$ cat config.mk
export PLATFORM = sky130hd
export DESIGN_NAME = ccl_arbiter
export DESIGN_NICKNAME = d
export VERILOG_FILES = /design/src/rtl/ccl_arbiter.sv
export SDC_FILE = /design/constraint.sdc
export NUM_CORES = 1
export LEC_CHECK = 0
export BUFFER_PORTS_ARGS = -buffer_cell sky130_fd_sc_hd__buf_2
export CORE_AREA = 3 3 229 231
export CTS_BUF_LIST = sky130_fd_sc_hd__clkbuf_8 sky130_fd_sc_hd__clkbuf_16
export DETAILED_ROUTE_END_ITERATION = 6
export DIE_AREA = 0 0 232 234
export GPL_TIMING_DRIVEN = 0
export MAX_ROUTING_LAYER = met4
export PLACE_DENSITY = 0.44
export REMOVE_ABC_BUFFERS = 1
export SETUP_SLACK_MARGIN = 0.15
export SYNTH_ARGS = -nofsm -noshare
export SYNTH_HDL_FRONTEND = slang
export SYNTH_SLANG_ARGS = --single-unit
$ cat constraint.sdc
create_clock -name clock -period 3.75 [get_ports clock]
set_clock_uncertainty 0.2 [all_clocks]
set_input_delay 0.375 -clock clock [delete_from_list [all_inputs] [get_ports clock]]
set_output_delay 0.375 -clock clock [all_outputs]
set_load 0.05 [all_outputs]
$ cat src/rtl/ccl_arbiter.sv
// Round-robin arbiter/sequencer sharing one counted-loop (CCL) stack unit between NREQ requesters.
// Handles the CCL init/flush sequence and a loop lock that keeps nested loops from interleaving.
module ccl_arbiter #(
    parameter int NREQ = 4,
    parameter int ERRW = 8
) (
    input  logic                 clock,
    input  logic                 reset,
    input  logic                 flush,
    input  logic [NREQ-1:0]      req_valid,
    input  logic [2*NREQ-1:0]    req_cmd,
    input  logic [32*NREQ-1:0]   req_addr,
    input  logic [32*NREQ-1:0]   req_counter,
    input  logic [32*NREQ-1:0]   req_target,
    input  logic [NREQ-1:0]      req_lock,
    output logic [NREQ-1:0]      req_ready,
    output logic [NREQ-1:0]      resp_valid,
    output logic [31:0]          resp_target,
    output logic                 resp_ok,
    output logic                 resp_full,
    output logic                 resp_error,
    output logic [ERRW-1:0]      err_count,
    output logic                 ccl_reset,
    output logic [1:0]           ccl_command,
    output logic [31:0]          ccl_address,
    output logic [31:0]          ccl_counter,
    output logic [31:0]          ccl_inTarget,
    input  logic [31:0]          ccl_outTarget,
    input  logic                 ccl_valid,
    input  logic                 ccl_full,
    input  logic                 ccl_error,
    output logic [2:0]           dbg_state
);

    localparam int GW = (NREQ > 1) ? $clog2(NREQ) : 1;

    // Handshake: a request transfers on a cycle where req_valid[i] and req_ready[i] are both high;
    // req_ready is combinational, one-hot or zero, and only ever raised in IDLE.
    typedef enum logic [2:0] {
        S_INIT    = 3'd0,
        S_IDLE    = 3'd1,
        S_ISSUE   = 3'd2,
        S_CAPTURE = 3'd3,
        S_RESP    = 3'd4
    } state_t;

    state_t          state, next_state;
    logic [GW-1:0]   rr_ptr;
    logic            lock_valid;
    logic [GW-1:0]   lock_owner;
    logic            flush_pend;
    logic            drop_resp;
    logic [GW-1:0]   cur_g;
    logic [1:0]      lat_cmd;
    logic [31:0]     lat_addr, lat_counter, lat_target;
    logic            lat_lock;

    logic            grant_found;
    logic [GW-1:0]   grant_idx;
    logic            accept;
    logic [1:0]      sel_cmd;
    logic [31:0]     sel_addr, sel_counter, sel_target;
    logic            sel_lock;
    logic            sel_fwd;

    function automatic logic [GW-1:0] rr_idx(input logic [GW-1:0] base, input int k);
        int s;
        s = int'(base) + k;
        if (s >= NREQ) s = s - NREQ;
        return GW'(s);
    endfunction

    always_comb begin
        grant_found = 1'b0;
        grant_idx   = '0;
        if (lock_valid) begin
            grant_found = req_valid[lock_owner];
            grant_idx   = lock_owner;
        end else begin
            for (int k = 0; k < NREQ; k++) begin
                if (!grant_found && req_valid[rr_idx(rr_ptr, k)]) begin
                    grant_found = 1'b1;
                    grant_idx   = rr_idx(rr_ptr, k);
                end
            end
        end
    end

    always_comb begin
        sel_cmd     = 2'b00;
        sel_addr    = '0;
        sel_counter = '0;
        sel_target  = '0;
        sel_lock    = 1'b0;
        for (int i = 0; i < NREQ; i++) begin
            if (grant_idx == GW'(i)) begin
                sel_cmd     = req_cmd[2*i +: 2];
                sel_addr    = req_addr[32*i +: 32];
                sel_counter = req_counter[32*i +: 32];
                sel_target  = req_target[32*i +: 32];
                sel_lock    = req_lock[i];
            end
        end
    end

    // The dropped-command response cycle blocks accepts so the pulse never overlaps a new grant.
    assign accept  = (state == S_IDLE) && !drop_resp && !flush && grant_found;
    assign sel_fwd = (sel_cmd == 2'b01) || (sel_cmd == 2'b10);

    always_comb begin
        next_state  = state;
        req_ready   = '0;
        resp_valid  = '0;
        ccl_command = 2'b00;
        case (state)
            S_INIT: next_state = S_IDLE;
            S_IDLE: begin
                if (drop_resp) resp_valid[cur_g] = 1'b1;
                if (flush) begin
                    next_state = S_INIT;
                end else if (accept) begin
                    req_ready[grant_idx] = 1'b1;
                    if (sel_fwd) next_state = S_ISSUE;
                end
            end
            S_ISSUE: begin
                ccl_command = lat_cmd;
                next_state  = S_CAPTURE;
            end
            S_CAPTURE: next_state = S_RESP;
            S_RESP: begin
                resp_valid[cur_g] = 1'b1;
                next_state = (flush_pend || flush) ? S_INIT : S_IDLE;
            end
            default: next_state = S_INIT;
        endcase
    end

    always_ff @(posedge clock) begin
        if (reset) begin
            state       <= S_INIT;
            rr_ptr      <= '0;
            lock_valid  <= 1'b0;
            lock_owner  <= '0;
            flush_pend  <= 1'b0;
            drop_resp   <= 1'b0;
            cur_g       <= '0;
            lat_cmd     <= 2'b00;
            lat_addr    <= '0;
            lat_counter <= '0;
            lat_target  <= '0;
            lat_lock    <= 1'b0;
            resp_target <= '0;
            resp_ok     <= 1'b0;
            resp_full   <= 1'b0;
            resp_error  <= 1'b0;
            err_count   <= '0;
        end else begin
            state     <= next_state;
            drop_resp <= 1'b0;
            case (state)
                S_INIT: begin
                    lock_valid <= 1'b0;
                    flush_pend <= 1'b0;
                end
                S_IDLE: begin
                    if (drop_resp && resp_error && err_count != '1)
                        err_count <= err_count + 1'b1;
                    if (flush) begin
                        lock_valid <= 1'b0;
                    end else if (accept) begin
                        cur_g <= grant_idx;
                        if (sel_fwd) begin
                            lat_cmd     <= sel_cmd;
                            lat_addr    <= sel_addr;
                            lat_counter <= sel_counter;
                            lat_target  <= sel_target;
                            lat_lock    <= sel_lock;
                        end else begin
                            drop_resp  <= 1'b1;
                            resp_ok    <= 1'b0;
                            resp_full  <= 1'b0;
                            resp_error <= (sel_cmd == 2'b11);
                            // Dropped commands still advance the pointer so they cannot starve others.
                            if (!lock_valid) rr_ptr <= rr_idx(grant_idx, 1);
                        end
                    end
                end
                S_ISSUE: begin
                    if (flush) flush_pend <= 1'b1;
                end
                S_CAPTURE: begin
                    if (flush) flush_pend <= 1'b1;
                    resp_target <= ccl_outTarget;
                    resp_ok     <= ccl_valid;
                    resp_full   <= ccl_full;
                    resp_error  <= ccl_error;
                end
                S_RESP: begin
                    lock_valid <= lat_lock;
                    lock_owner <= cur_g;
                    if (!lat_lock) rr_ptr <= rr_idx(cur_g, 1);
                    if (resp_error && err_count != '1) err_count <= err_count + 1'b1;
                end
                default: ;
            endcase
        end
    end

    assign ccl_reset    = reset || (state == S_INIT);
    assign ccl_address  = lat_addr;
    assign ccl_counter  = lat_counter;
    assign ccl_inTarget = lat_target;
    assign dbg_state    = state;

endmodule

==> impl_results.md <==
- WP data required: 3.95 ns
- Final #Nets: 2163
- RSZ-0062 raised after global routing: yes
- Worst-Margin Slew: 1.31 ns
- Number of routed nets with antenna violations: 0
- Power per standard cell area: 342 nW/um^2
- H-tree levels: 4
- First-pass GRT wire length: 60700 um
- Total GRT Usage: 15.2%
- Largest net degree at the start of global routing: 63
- Vias: 10100
- Synthesized flop and latch total: 154
- Routed vias/inst: 4.21
- Fin crit period: 3.42 ns
- Clock latency at the later pin of the worst-skew pair: 0.47 ns
- Placed Area: 12000 sq um
- Antenna violations before repair: 5
- Seq/Total Area, Yosys: 37.6%
- CTS buffer count: 17
- Cells after Synth: 862
- Final slew viol count: 0
- Fin crit share: 91.2%
- Post-synth cell types: 53
- Worst hold slack: 0.0504 ns
- Port-buffer cells: 590
- Global route overflow: 0
- Finished Cell Area: 15800 sq um
- Most used DFF post-synth: dfxtp_1
- Synth top area cells: dfxtp_1, mux2i_1, a22oi_1
- DRT Wirelength: 42000 um
- Synth Cell Area: 8200 sq um
- Area Overhead vs Synth: 92.5%
- CP Capture Type: register
- Placer Congestion: 0.803
- Vias in the first global route: 10500
- Die Wd: 232 um
- TritonCTS clock tree: built
- Setup violations, final: 0
- Core area: 50300 sq um
- DIE HEIGHT: 234 um
- # rows: 82
- CP max FO: 45
- Max-slew headroom: 12.6%
- WL/cell: 17.4 um
- CTS Buffer Depth: 2
- Drt drc: 0
- CTS clk-pin slew, worst paths: 0.06 ns
- Mean Syn Cell Area: 9.51 sq um
- Clk sinks: 154
- Worst Reg-to-Reg Cells: 11
- Fraction of layout cells with a size suffix above 1: 43.3%
- Hold Path Depth: 4
- Synth async-reset ratio: 0%
- Crit path kind: reg -> reg
- Starting Density: 16.3%
- Area share of the leading cell type in the synthesized netlist: 37.6%
- Peak supply drop: 0.321 mV
- Worst Hold Class: in -> reg
- Arr. time, crit path: 3.62 ns
- Startpoint types: register
- DR pass1 iterations: 4
- FMAX: 0.293 GHz
- Number of max-cap violations: 0
- Leakage: 0.00702 uW
- DR iter-0 viols: 265
- Top-Level Pins: 591
- Die area: 54300 sq um
- Ys Warns: 0
- Status: complete, no violations
- Post-synth EDFFs: 0
- Largest area contributor in the netlist: dfxtp_1
- Final-report hold violation count: 0
- Post-DP HPWL: 29600 um
- Root buffer selected by CTS: clkbuf_16
## through the flow
stage | power (uW) | setup TNS (ns) | setup WS (ns) | instances | util, %
floorplan | 2670 | -1251.12 | -11.48 | 788 | -
global placement | 3190 | -1935.65 | -17.95 | 2050 | 23.1
detailed placement | 3060 | -80.85 | -0.977 | 2073 | 23.9
CTS | 5480 | 0 | 0.168 | 2399 | 31.2
global route | 5660 | 0 | 0.135 | 2412 | 31.4
finish | 5400 | 0 | 0.331 | 2412 | 31.4
## where the power goes
group	switching, uW	leakage, uW	internal (uW)	total, uW
Combinational	826	0.00544	803	1630
Clock	765	0.000331	1230	2000
Sequential	53.5	0.00125	1720	1770
## worst paths after layout
| check | from | end | slack (ns) |
|---|---|---|---|
| max reg2reg | lock_valid | ccl_counter[19] | 0.33 |
| max | lock_valid | ccl_counter[19] | 0.33 |
| min reg2reg | resp_target[25] | resp_target[25] | 0.25 |
| min | req_addr[56] | ccl_address[24] | 0.05 |
## sequential cells by signal, summed over array words and instances (netlist names)
register / flops
dbg_state: 3
resp_error: 1
rr_ptr: 2
lock_owner: 2
lat_lock: 1
ccl_inTarget: 32
lat_cmd: 2
resp_ok: 1
ccl_address: 32
err_count: 8
drop_resp: 1
resp_full: 1
ccl_counter: 32
cur_g: 2
flush_pend: 1
lock_valid: 1
resp_target: 32
## Yosys cell counts (all sizes together) (2+ instances only)
master and n:
mux2 98, buf 33, mux2i 109, or2 2
nor3b 3, and3 5, o21ai 99, or3 3
nand4 4, nand2b 7, a22oi 100, o211ai 2
and2 2, dfxtp 154, inv 4, a21oi 44
a311oi 2, ha 2, and2b 2, clkbuf 41
xor2 7, xnor2 2, nor3 8, nor2 24
nand4bb 2, nand3 4, nand2 80, nor2b 4
## kinds of logic after synthesis
| kind of cell | count (synthesis) | share of synthesized area (%) |
|---|---|---|
| compound gates | 259 | 20.7 |
| xor+xnor | 9 | 0.962 |
| fa+ha+maj | 2 | 0.305 |
| buf+inv | 78 | 4.90 |
| flops | 154 | 37.6 |
| mux | 207 | 26.8 |
| simple gates | 153 | 8.76 |
## per-layer routing
metal | vias to the layer above | global-route usage (%) | share of wire, %
met5 | - | - | 0
li1 | 4911 | - | -
met3 | 57 | 4.54 | 6.8
met1 | 4797 | 15.8 | 39
met4 | 0 | 5.71 | 2.4
met2 | 383 | 27.1 | 52
## worst max-delay path: stages (launching register included)
cell and delay, ns:
dfxtp_2 0.37, or3_1 0.44, a21oi_1 0.24, a311oi_4 0.07
buf_8 0.18, mux2i_2 0.21, mux2i_1 0.16, ha_4 0.35
nand3_4 0.11, or3_4 0.51, buf_16 0.24, o21ai_1 0.19
## what timing repair did
item	in CTS	in global routing
endpoints found under the hold margin	131	0
hold buffers	279	0
pin swaps	5	2
buffers inserted	12	9
gates resized for setup	15	10
endpoints found under the setup margin	104	89
gates cloned	3	0
## cell type report
cell class                 count  area, sq um
antenna                        4         10.0
clock buffer                  20          467
clock inverter                12          195
fill                        5209        34500
inverter                       4         15.0
multi-input combinational    633         4810
sequential                   154         3090
tap                          672          841
timing repair buffer         913         6350
## placed cells by master, fill, tap and decap left out, drive strengths merged, types with 2 or more instances in the layout
cell type,count
mux2,98
dlygate4sd3,279
buf,634
nand4bb,2
clkbuf,20
diode,4
o211ai,2
nand2,80
and2,2
a31oi,2
nand2b,7
mux2i,109
nor3b,3
inv,9
nand4,4
a311oi,2
nand3,4
o21ai,99
a21oi,44
ha,2
bufinv,5
xnor2,2
or3,5
nor2,24
xor2,7
and2b,2
nor3,8
or2,2
a22oi,100
and3,5
dfxtp,154
nor2b,4
No activity file was read; power rests on OpenSTA's default activity.
